## config.mk

```make
export PLATFORM = sky130hd
export DESIGN_NAME = snn_lif_layer_flat
export DESIGN_NICKNAME = d
export VERILOG_FILES = /design/src/rtl/snn_lif_layer_if.sv /design/src/rtl/snn_lif_layer.sv /design/src/flat_wrapper.sv
export SDC_FILE = /design/constraint.sdc
export NUM_CORES = 1
export LEC_CHECK = 0
export BUFFER_PORTS_ARGS = -buffer_cell sky130_fd_sc_hd__buf_2
export CORE_MARGIN = 4
export CORE_UTILIZATION = 40
export CTS_BUF_LIST = sky130_fd_sc_hd__clkbuf_16
export DETAILED_ROUTE_END_ITERATION = 6
export RECOVER_POWER = 100
export SLEW_MARGIN = 0
export SYNTH_ARGS = -nofsm -noshare
export SYNTH_HDL_FRONTEND = slang
export SYNTH_SLANG_ARGS = --single-unit
```

## constraint.sdc

```tcl
create_clock -name clk -period 16.6 [get_ports clk]
set_clock_uncertainty 0.15 [all_clocks]
set_input_delay 2.49 -clock clk [delete_from_list [all_inputs] [get_ports clk]]
set_output_delay 2.49 -clock clk [all_outputs]
set_load 0.02 [all_outputs]
```

## src/rtl/snn_lif_layer_if.sv

```systemverilog
// Bus bundle for the snn_lif_layer: timestep handshake, weight write port,
// result outputs and membrane debug readout.
interface snn_lif_layer_if;
    logic       in_valid;
    logic [7:0] in_spikes;
    logic       in_ready;
    logic [7:0] threshold;
    logic [7:0] leak;
    logic       wt_we;
    logic [5:0] wt_addr;
    logic [3:0] wt_data;
    logic       out_valid;
    logic [7:0] out_spikes;
    logic       busy;
    logic [2:0] mem_sel;
    logic [7:0] mem_out;

    // Driver side (the block feeding the layer).
    modport master (
        output in_valid, in_spikes, threshold, leak, wt_we, wt_addr, wt_data, mem_sel,
        input  in_ready, out_valid, out_spikes, busy, mem_out
    );

    // Layer side.
    modport slave (
        input  in_valid, in_spikes, threshold, leak, wt_we, wt_addr, wt_data, mem_sel,
        output in_ready, out_valid, out_spikes, busy, mem_out
    );
endinterface

```

## src/rtl/snn_lif_layer.sv

```systemverilog
// Fully connected layer of 8 leaky integrate-and-fire neurons fed by 8 spike
// inputs. Each accepted input vector runs one timestep, updating one neuron per
// cycle; the resulting spike vector is published with a one-cycle out_valid.
module snn_lif_layer #(
    parameter int unsigned N_IN    = 8,
    parameter int unsigned N_OUT   = 8,
    parameter int unsigned W_WIDTH = 4,
    parameter int unsigned V_WIDTH = 8
) (
    input logic           clk,
    input logic           rst,
    snn_lif_layer_if.slave bus
);

    localparam int unsigned J_WIDTH = 3;
    // Wide enough for v + (8 * -8 .. 8 * 7) - leak without overflow.
    localparam int unsigned T_WIDTH = 11;
    localparam logic [J_WIDTH-1:0] J_LAST = J_WIDTH'(N_OUT - 1);
    localparam logic signed [T_WIDTH-1:0] V_MAX = T_WIDTH'((1 << V_WIDTH) - 1);

    typedef enum logic [1:0] {StIdle, StUpdate, StDone} state_e;

    state_e                      state_q;
    logic [J_WIDTH-1:0]          j_q;
    logic signed [W_WIDTH-1:0]   w_q [N_IN][N_OUT];
    logic [V_WIDTH-1:0]          v_q [N_OUT];
    logic [N_IN-1:0]             spk_in_q;
    logic [V_WIDTH-1:0]          thr_q;
    logic [V_WIDTH-1:0]          leak_q;
    logic [N_OUT-1:0]            spk_acc_q;
    logic [N_OUT-1:0]            out_spikes_q;
    logic                        out_valid_q;

    logic signed [T_WIDTH-1:0]   syn_sum;
    logic signed [T_WIDTH-1:0]   t_raw;
    logic [V_WIDTH-1:0]          v_clamp;
    logic                        fire;

    // Membrane update for the neuron selected by j_q: integrate, leak, clamp, compare.
    always_comb begin
        syn_sum = '0;
        for (int i = 0; i < int'(N_IN); i++) begin
            if (spk_in_q[i]) begin
                syn_sum = syn_sum + T_WIDTH'(w_q[i][j_q]);
            end
        end
        t_raw = $signed({{(T_WIDTH - V_WIDTH){1'b0}}, v_q[j_q]}) + syn_sum
              - $signed({{(T_WIDTH - V_WIDTH){1'b0}}, leak_q});
        if (t_raw[T_WIDTH-1]) begin
            v_clamp = '0;
        end else if (t_raw > V_MAX) begin
            v_clamp = '1;
        end else begin
            v_clamp = t_raw[V_WIDTH-1:0];
        end
        fire = (v_clamp >= thr_q);
    end

    // Timestep sequencer; DONE lasts two cycles so out_valid is registered and
    // in_ready returns the cycle after the pulse.
    always_ff @(posedge clk) begin
        if (rst) begin
            state_q      <= StIdle;
            j_q          <= '0;
            spk_in_q     <= '0;
            thr_q        <= '0;
            leak_q       <= '0;
            spk_acc_q    <= '0;
            out_spikes_q <= '0;
            out_valid_q  <= 1'b0;
            for (int j = 0; j < int'(N_OUT); j++) begin
                v_q[j] <= '0;
                for (int i = 0; i < int'(N_IN); i++) begin
                    w_q[i][j] <= '0;
                end
            end
        end else begin
            unique case (state_q)
                StIdle: begin
                    // Write lands on the accept edge, so the new weight is
                    // already in place for the first update cycle.
                    if (bus.wt_we) begin
                        w_q[bus.wt_addr[5:3]][bus.wt_addr[2:0]] <= $signed(bus.wt_data);
                    end
                    if (bus.in_valid) begin
                        spk_in_q  <= bus.in_spikes;
                        thr_q     <= bus.threshold;
                        leak_q    <= bus.leak;
                        j_q       <= '0;
                        spk_acc_q <= '0;
                        state_q   <= StUpdate;
                    end
                end
                StUpdate: begin
                    v_q[j_q]       <= fire ? '0 : v_clamp;
                    spk_acc_q[j_q] <= fire;
                    j_q            <= j_q + 1'b1;
                    if (j_q == J_LAST) begin
                        state_q <= StDone;
                    end
                end
                StDone: begin
                    if (!out_valid_q) begin
                        out_spikes_q <= spk_acc_q;
                        out_valid_q  <= 1'b1;
                    end else begin
                        out_valid_q <= 1'b0;
                        state_q     <= StIdle;
                    end
                end
                default: state_q <= StIdle;
            endcase
        end
    end

    assign bus.in_ready   = (state_q == StIdle);
    assign bus.busy       = (state_q != StIdle);
    assign bus.out_valid  = out_valid_q;
    assign bus.out_spikes = out_spikes_q;
    assign bus.mem_out    = v_q[bus.mem_sel];

endmodule

```

## src/flat_wrapper.sv

```systemverilog
// flat-port wrapper written by rule: the top's interface ports become plain ports
module snn_lif_layer_flat 
#(
    parameter int unsigned N_IN    = 8,
    parameter int unsigned N_OUT   = 8,
    parameter int unsigned W_WIDTH = 4,
    parameter int unsigned V_WIDTH = 8
)
  (clk, rst, bus_in_valid, bus_in_spikes, bus_threshold, bus_leak, bus_wt_we, bus_wt_addr, bus_wt_data, bus_mem_sel, bus_in_ready, bus_out_valid, bus_out_spikes, bus_busy, bus_mem_out);
  snn_lif_layer_if bus_i ();
  input logic clk;
  input logic rst;
  input wire logic [$bits(bus_i.in_valid)-1:0] bus_in_valid;
  input wire logic [$bits(bus_i.in_spikes)-1:0] bus_in_spikes;
  input wire logic [$bits(bus_i.threshold)-1:0] bus_threshold;
  input wire logic [$bits(bus_i.leak)-1:0] bus_leak;
  input wire logic [$bits(bus_i.wt_we)-1:0] bus_wt_we;
  input wire logic [$bits(bus_i.wt_addr)-1:0] bus_wt_addr;
  input wire logic [$bits(bus_i.wt_data)-1:0] bus_wt_data;
  input wire logic [$bits(bus_i.mem_sel)-1:0] bus_mem_sel;
  output wire logic [$bits(bus_i.in_ready)-1:0] bus_in_ready;
  output wire logic [$bits(bus_i.out_valid)-1:0] bus_out_valid;
  output wire logic [$bits(bus_i.out_spikes)-1:0] bus_out_spikes;
  output wire logic [$bits(bus_i.busy)-1:0] bus_busy;
  output wire logic [$bits(bus_i.mem_out)-1:0] bus_mem_out;
  assign bus_i.in_valid = bus_in_valid;
  assign bus_i.in_spikes = bus_in_spikes;
  assign bus_i.threshold = bus_threshold;
  assign bus_i.leak = bus_leak;
  assign bus_i.wt_we = bus_wt_we;
  assign bus_i.wt_addr = bus_wt_addr;
  assign bus_i.wt_data = bus_wt_data;
  assign bus_i.mem_sel = bus_mem_sel;
  assign bus_in_ready = bus_i.in_ready;
  assign bus_out_valid = bus_i.out_valid;
  assign bus_out_spikes = bus_i.out_spikes;
  assign bus_busy = bus_i.busy;
  assign bus_mem_out = bus_i.mem_out;
  snn_lif_layer #(.N_IN(N_IN), .N_OUT(N_OUT), .W_WIDTH(W_WIDTH), .V_WIDTH(V_WIDTH)) u_core (.clk(clk), .rst(rst), .bus(bus_i));
endmodule
```

# Yosys cells after proc, flatten, opt, wreduce, memory -nomap -nowiden
# Memory sizes are Yosys's and may differ from the RTL's. A register that Yosys moved wholly into a read port is not among the register bits.
# Cells that the tools add are included.
[totals] ff_bits=46 word_cells=113 ramBits=320 memories=2 out_inout_bits=19
[classes] n_addsub=10 magnitude_cmp=7 reduce_logical=11 n_eq_ne=6 muxes=66 bitwise=3
[mem_list] name="u_core.w_q" words=8 width=32 rd=8 rd_clocked_by_memory_dff=0 write_ports=8 line_no="snn_lif_layer.sv:25" source="logic signed [W_WIDTH-1:0] w_q [N_IN][N_OUT];"
[mem_list] name="u_core.v_q" words=8 width=8 rd=2 rd_clocked_by_memory_dff=1 write_ports=8 line_no="snn_lif_layer.sv:26" source="logic [V_WIDTH-1:0] v_q [N_OUT];"
[ops] op="$bmux 4 s3" count=8
[ops] op="$mux 32" count=3
[ops] op="$mux 11" count=8
[ops] op="$add 11x4->11" count=7
[ops] op="$mux 4" count=17
[ops] op="$mux 8" count=5
[ops] op="$reduce_or 32->1" count=1
[ops] op="$pmux 8 s2" count=1
[ops] op="$mux 3" count=5
[ops] op="$demux 4 s3" count=1
[ops] op="$add 9x11->11" count=1
[ops] op="$gt 11x9->1 const B" count=1
[ops] op="$mux 1" count=11
[ops] op="$sub 11x9->11" count=1
[ops] op="$bwmux 8" count=1
[ops] op="$ge 4x4->1 const B" count=2
[ops] op="$ge 8x8->1" count=1
[ops] op="$not 3->4" count=2
[ops] op="$reduce_or 8->1" count=1
[ops] op="$mux 2" count=3
[ops] op="$pmux 2 s3" count=1
[ops] op="$pmux 3 s2" count=1
[ops] op="$reduce_and 2->1" count=3
[ops] op="$lt 3x4->1 const B" count=1
[ops] op="other kinds (14)" count=17

# Depth between registers and ports, before layout
[depth] depth_word=27 mapped_depth=72 ltp_nobuf=64

# Worst setup path after synthesis
# No wires, ideal clock.
[synth_path] path_kind="register -> register" startpoint="reg u_core.j_q[0]" endpoint="mem u_core.v_q[2][5] (data pin)" t_required_ps=16289 slack_ps=1896 path_stages_with_launch=68 arrival_time_ps=14393 cell_sequence="dfxtp_1 > buf_2 > buf_4 > buf_2 > buf_2 > buf_1 > nor3_1 > clkbuf_1 > a22oi_1 > nand4_1 > ha_1 > fa_1 > a21oi_1 > o21ai_0 > fa_1 > and2_1 > or2_2 > ha_1 > [32 not listed] > ha_1 > a21oi_1 > xor2_1 > xnor3_1 > xnor3_1 > buf_2 > buf_2 > a21o_1 > ha_1 > nand2b_1 > a21oi_1 > nor2b_1 > o21ai_0 > a21oi_1 > o41a_1 > clkbuf_1 > a21oi_1 > nor3b_1"
[synth_lines] element="start: declaration" line_no="snn_lif_layer.sv:24" source="logic [J_WIDTH-1:0] j_q;"
[synth_lines] element="start signal: assignment" line_no="snn_lif_layer.sv:97" source="j_q <= j_q + 1'b1;"
[synth_lines] element="end: declaration" line_no="snn_lif_layer.sv:26"

==> results by stage <==
Outcome:
- The run finished, with violations left.
- The final reports fail on capacitance limit, slew limit.

Placed design:
- Detailed placement ended at an HPWL of between 30000 and 40000 um.
- The number of buffers inserted by port buffering is 59.
- OpenSTA, run right after detailed placement, puts the worst setup slack at around 0.70 ns.
- The weighted congestion at the end of routability-driven global placement is between 0.8 and 0.9.
- The placed standard-cell area is 0.0228 mm^2.

Layout:
- The area added between synthesis and finish is 9.96%.
- 0 antenna diodes ended up in the layout.
- Leaving out fill and tap cells, the most frequent cells in the layout are 320 x sky130_fd_sc_hd__edfxtp_1, 262 x sky130_fd_sc_hd__and3_1, 183 x sky130_fd_sc_hd__nand2_1.
- In the final layout, the multi-input gates occupy approximately 0.010 mm^2.
- The area of all placed cells without fillers is approximately 0.024 mm^2.
- At the end of the flow the core is filled with cells to 44.6%.
- The library cell used most frequently in the layout, excluding fill and tap cells, is sky130_fd_sc_hd__edfxtp_1.
- After the last flow step, the layout net total stands at approximately 2200.
- The storage element area is roughly 0.011 mm^2.
- In the final layout, the share of cells above drive strength 1 is 12.4%.
- Counting the fill cells in the layout gives between 5000 and 6000.

Global routing:
- The initial antenna violation count is 0.
- The first-pass GRT wire length is 95000 um.
- The met2 capacity usage during global routing is between 30% and 40%.
- The total grt overflow is 0.
- The largest net degree at the start of global routing is between 70 and 80.
- The global-route track usage on met1 is 27.9%.
- The via count of the first global-routing pass is 16200.
- For this run, the total global-route usage over all layers was measured as roughly a fifth.
- After global routing, the most crowded layer is met2.
- Global routing used around 4% of the available met3 tracks.

Clock network:
- Once the clock tree was built, the resizer swapped 0 gates to a different size.
- The clock tree root driver cell is sky130_fd_sc_hd__clkbuf_16.
- The longest clock path from root to sink contains 3 buffers.
- Counting every sink on the clock net gives between 300 and 400.
- Clock-pin slew was measured on the worst setup and hold paths at about 0.060 ns.
- The number of buffers inserted by hold repair at cts is 0.
- The number of buffers inserted to repair setup after CTS is 0.
- TritonCTS built the clock tree.
- For the worst-skew pair, the clock arrives at the later sink with an insertion delay of 0.58 ns.
- The number of H-tree levels is 2.
- The number of buffers created by CTS is 42.

Min path:
- The path class of the tightest hold or removal check is flip-flop to flip-flop.
- In this run the most critical hold path is launched from u_core.leak_q[3].
- The path with the worst hold slack has its endpoint at u_core.leak_q[3].
- The worst hold path depth is 2.

Timing:
- The worst pin sits at a relative slew slack of -184%.
- The post-route minimum period is roughly 16 ns.
- The final count of hold timing violations is 0.
- The total setup violations reported at the end of the flow is 0.
- The maximum operating frequency is about 64 MHz.
- The setup TNS is 0 ns.
- The post-layout worst setup margin is 0.954 ns.
- The transition time at the pin with the least slew margin is approximately 4.3 ns.
- Of the available clock period, the critical path in the final layout requires 94.3%.
- The final count of pins violating max slew is ~450.

Floorplan:
- The number of placed I/O pins is 60.
- The horizontal die dimension is between 200 and 250 um.
- The overall die height is about 240 um.
- Row generation in the floorplan step produced 85 rows.
- The core area is between 0.05 and 0.06 mm^2.
- Once the floorplan was initialized, standard cells occupied 40.5% of the core.
- The die outline area is ~0.059 mm^2.

Worst setup path:
- The critical path data arrival time is approximately 16 ns.
- The critical path's largest stage delay is 0.67 ns.
- Among all stages on the critical path, the largest delay is contributed by sky130_fd_sc_hd__dfxtp_2.
- In this run the critical register-to-register path is captured at u_core.v_q[4][4].
- The maximum fanout along the worst path is 36.
- The number of cells traversed by the worst register-to-register path is just under 60.
- The type of element capturing the critical path is a flip-flop.
- For flop-to-flop paths, the worst setup slack is 0.95 ns.
- The critical path is of the flip-flop to flip-flop type.
- In this run the critical register-to-register path is launched from u_core.j_q[0].
- In this design, the critical path's most frequently occurring cell is sky130_fd_sc_hd__ha_1.
- The required time of the critical path is roughly 17 ns.
- The type of element launching the critical path is a flip-flop.

Detailed routing:
- The final layout contains routed wiring with a total length of slightly above 60000 um.
- The number of vias in the routed layout is ~16000.
- The final routed DRC violation total is 0.
- The vias per cell is 5.96.
- Before antenna repair, the detailed router went through 7 iterations.
- The violation count after the first detailed-route iteration is ~1700.
- The average routed wire per standard cell is 22.5 um.
- The number of nets with antenna violations after routing is 0.

Logic synthesis:
- Ranked by total cell area, the synthesized netlist is headed by sky130_fd_sc_hd__edfxtp_1 44%, sky130_fd_sc_hd__and3_1 7.5%, sky130_fd_sc_hd__ha_1 4.9%.
- The share of synthesized registers carrying an async set or reset is 0%.
- Of the synthesized area, sequential elements account for between 40% and 50%.
- Of the post-synthesis cell area, the dominant cell type holds a little over two fifths.
- The Yosys step of the flow raised 0 warnings.
- The post-synthesis cell type with the largest combined area is sky130_fd_sc_hd__edfxtp_1.
- The number of standard cells after synthesis is 2056.
- The netlist uses 72 different library cells.
- The total nets after synthesis is 2199.
- The average cell area after synthesis is 10.6 um^2.
- The netlist area before placement is 0.0219 mm^2.
- The number of enable-type register cells in the synthesized netlist is 320.
- The number of synthesized register bits is 369.
- For this run, the leading register cell type out of synthesis is sky130_fd_sc_hd__edfxtp_1.

Flow run:
- Across the run, the number of max-cap violations was 10.

Power:
- The share of total power dissipated in sequential elements is roughly a third.
- The power density of the placed cells is 139 mW/mm^2.
- Summed over all nets, the switching power comes to roughly 1.3 mW.
- The highest ir drop seen on vdd is 0.166 mV.
- The share of total power in combinational logic is a little over two fifths.
- Of the total power, the share spent switching nets is between 40% and 50%.
- Cell internal power was estimated by the tool at 2.01 mW.
- For this design the static power due to leakage is between 10 and 15 nW.
- Per report_power, the clock group accounts for between 20% and 30% of the total.
[through the flow]
stage          power (mW)  instances  hold slack, ns
2_1_floorplan        2.07       2056           0.286
3_5_place_dp         2.40       2679           0.303
3_3_place_gp         2.37       2679           0.298
4_1_cts              3.29       2756           0.312
5_1_grt              3.54       2756           0.332
6_report             3.35       2756           0.310
[sequential cells by signal (all words and copies together), names as in the netlist, named ones only]
register,cells
u_core.bus.out_spikes,8
u_core.bus.out_valid,1
u_core.j_q,3
u_core.leak_q,8
u_core.spk_acc_q,8
u_core.spk_in_q,8
u_core.state_q,2
u_core.thr_q,8
u_core.v_q,64
u_core.w_q,256
[worst max-delay path by stage]
stage / end / slack (ns) / from / cells after the start
finish: u_core.v_q[4][4] / 0.95 / u_core.j_q[0] / 58
global route: u_core.v_q[4][3] / -0.06 / u_core.j_q[0] / 58
CTS: u_core.v_q[4][4] / 0.62 / u_core.j_q[1] / 58
detailed placement: u_core.v_q[4][4] / 0.70 / u_core.j_q[1] / 58
global placement: u_core.v_q[2][3] / 1.03 / u_core.j_q[1] / 58
floorplan: u_core.v_q[2][5] / 1.90 / u_core.j_q[0] / 67
[power by group through the flow]
| stage | registers (mW) | logic (mW) | clock network (mW) |
|---|---|---|---|
| after global placement | 1.09 | 1.27 | 0 |
| after global routing | 1.08 | 1.53 | 0.933 |
| after detailed placement | 1.09 | 1.31 | 0 |
| after floorplan | 1.08 | 0.997 | 0 |
| after CTS | 1.07 | 1.32 | 0.899 |
| final | 1.07 | 1.39 | 0.882 |
[per-layer routing]
layer  vias to the layer above  part of all wire [%]
met5                         -                     0
met4                         0                   2.7
met3                       110                   7.3
met2                       573                    47
met1                      8125                    43
li1                       7622                     -
[critical path, delay by kind of cell, from the launching register on]
| kind | cells | cell delay, ns |
|---|---|---|
| mux | 1 | 0.20 |
| flops | 1 | 0.67 |
| simple gates | 15 | 3.43 |
| buf+inv | 4 | 0.63 |
| xor+xnor | 5 | 1.18 |
| fa+ha+maj | 11 | 3.76 |
| compound gates | 22 | 5.50 |
[layout make-up]
type                            instances  share of cell area [%]
Inverter                               61                   0.951
Clock inverter                         35                    1.09
Timing Repair Buffer                  105                    2.43
Tap cell                              696                    3.62
Multi-Input combinational cell       1448                    43.5
Sequential cell                       369                    44.0
Clock buffer                           42                    4.37
[cells by family (layout without fill, tap and decap cells)]
| group | after synthesis | count (layout) | share of synthesized area [%] |
|---|---|---|---|
| and+or+nand+nor | 751 | 751 | 17.8 |
| DFF | 369 | 369 | 48.4 |
| AOI/OAI and AO/OA | 434 | 434 | 13.5 |
| adders and majority gates | 102 | 102 | 6.41 |
| xor gates and xnor gates | 53 | 53 | 2.25 |
| muxes | 108 | 108 | 7.41 |
| buffers and inverters | 239 | 243 | 4.25 |
[synthesized netlist by cell type, types with 5 or more instances]
cell	instances
sky130_fd_sc_hd__a221oi_1	9
sky130_fd_sc_hd__ha_1	85
sky130_fd_sc_hd__nor2_1	134
sky130_fd_sc_hd__or3_1	5
sky130_fd_sc_hd__a21o_1	93
sky130_fd_sc_hd__a22oi_1	68
sky130_fd_sc_hd__and2_1	5
sky130_fd_sc_hd__a211oi_1	14
sky130_fd_sc_hd__a31oi_1	6
sky130_fd_sc_hd__nand2_1	183
sky130_fd_sc_hd__o2111ai_1	8
sky130_fd_sc_hd__a22o_1	9
sky130_fd_sc_hd__nor2b_1	13
sky130_fd_sc_hd__o21ai_1	5
sky130_fd_sc_hd__inv_1	59
sky130_fd_sc_hd__xor2_1	25
sky130_fd_sc_hd__nand3_1	36
sky130_fd_sc_hd__mux2i_1	26
sky130_fd_sc_hd__nor3b_1	22
sky130_fd_sc_hd__nand3b_1	9
sky130_fd_sc_hd__edfxtp_1	320
sky130_fd_sc_hd__mux4_2	39
sky130_fd_sc_hd__nand4_1	13
sky130_fd_sc_hd__o22ai_1	9
sky130_fd_sc_hd__o211ai_1	12
sky130_fd_sc_hd__o21ai_0	48
sky130_fd_sc_hd__clkbuf_1	141
sky130_fd_sc_hd__or2_2	7
sky130_fd_sc_hd__o21bai_1	6
sky130_fd_sc_hd__and3_1	262
sky130_fd_sc_hd__buf_2	18
sky130_fd_sc_hd__nor3_1	29
sky130_fd_sc_hd__dfxtp_1	49
sky130_fd_sc_hd__a21oi_1	99
sky130_fd_sc_hd__o21a_1	8
sky130_fd_sc_hd__fa_1	17
sky130_fd_sc_hd__nand2b_1	19
sky130_fd_sc_hd__xnor2_1	26
sky130_fd_sc_hd__buf_1	16
sky130_fd_sc_hd__mux2_2	41
Note: power is estimated with default switching activity, not from simulation.
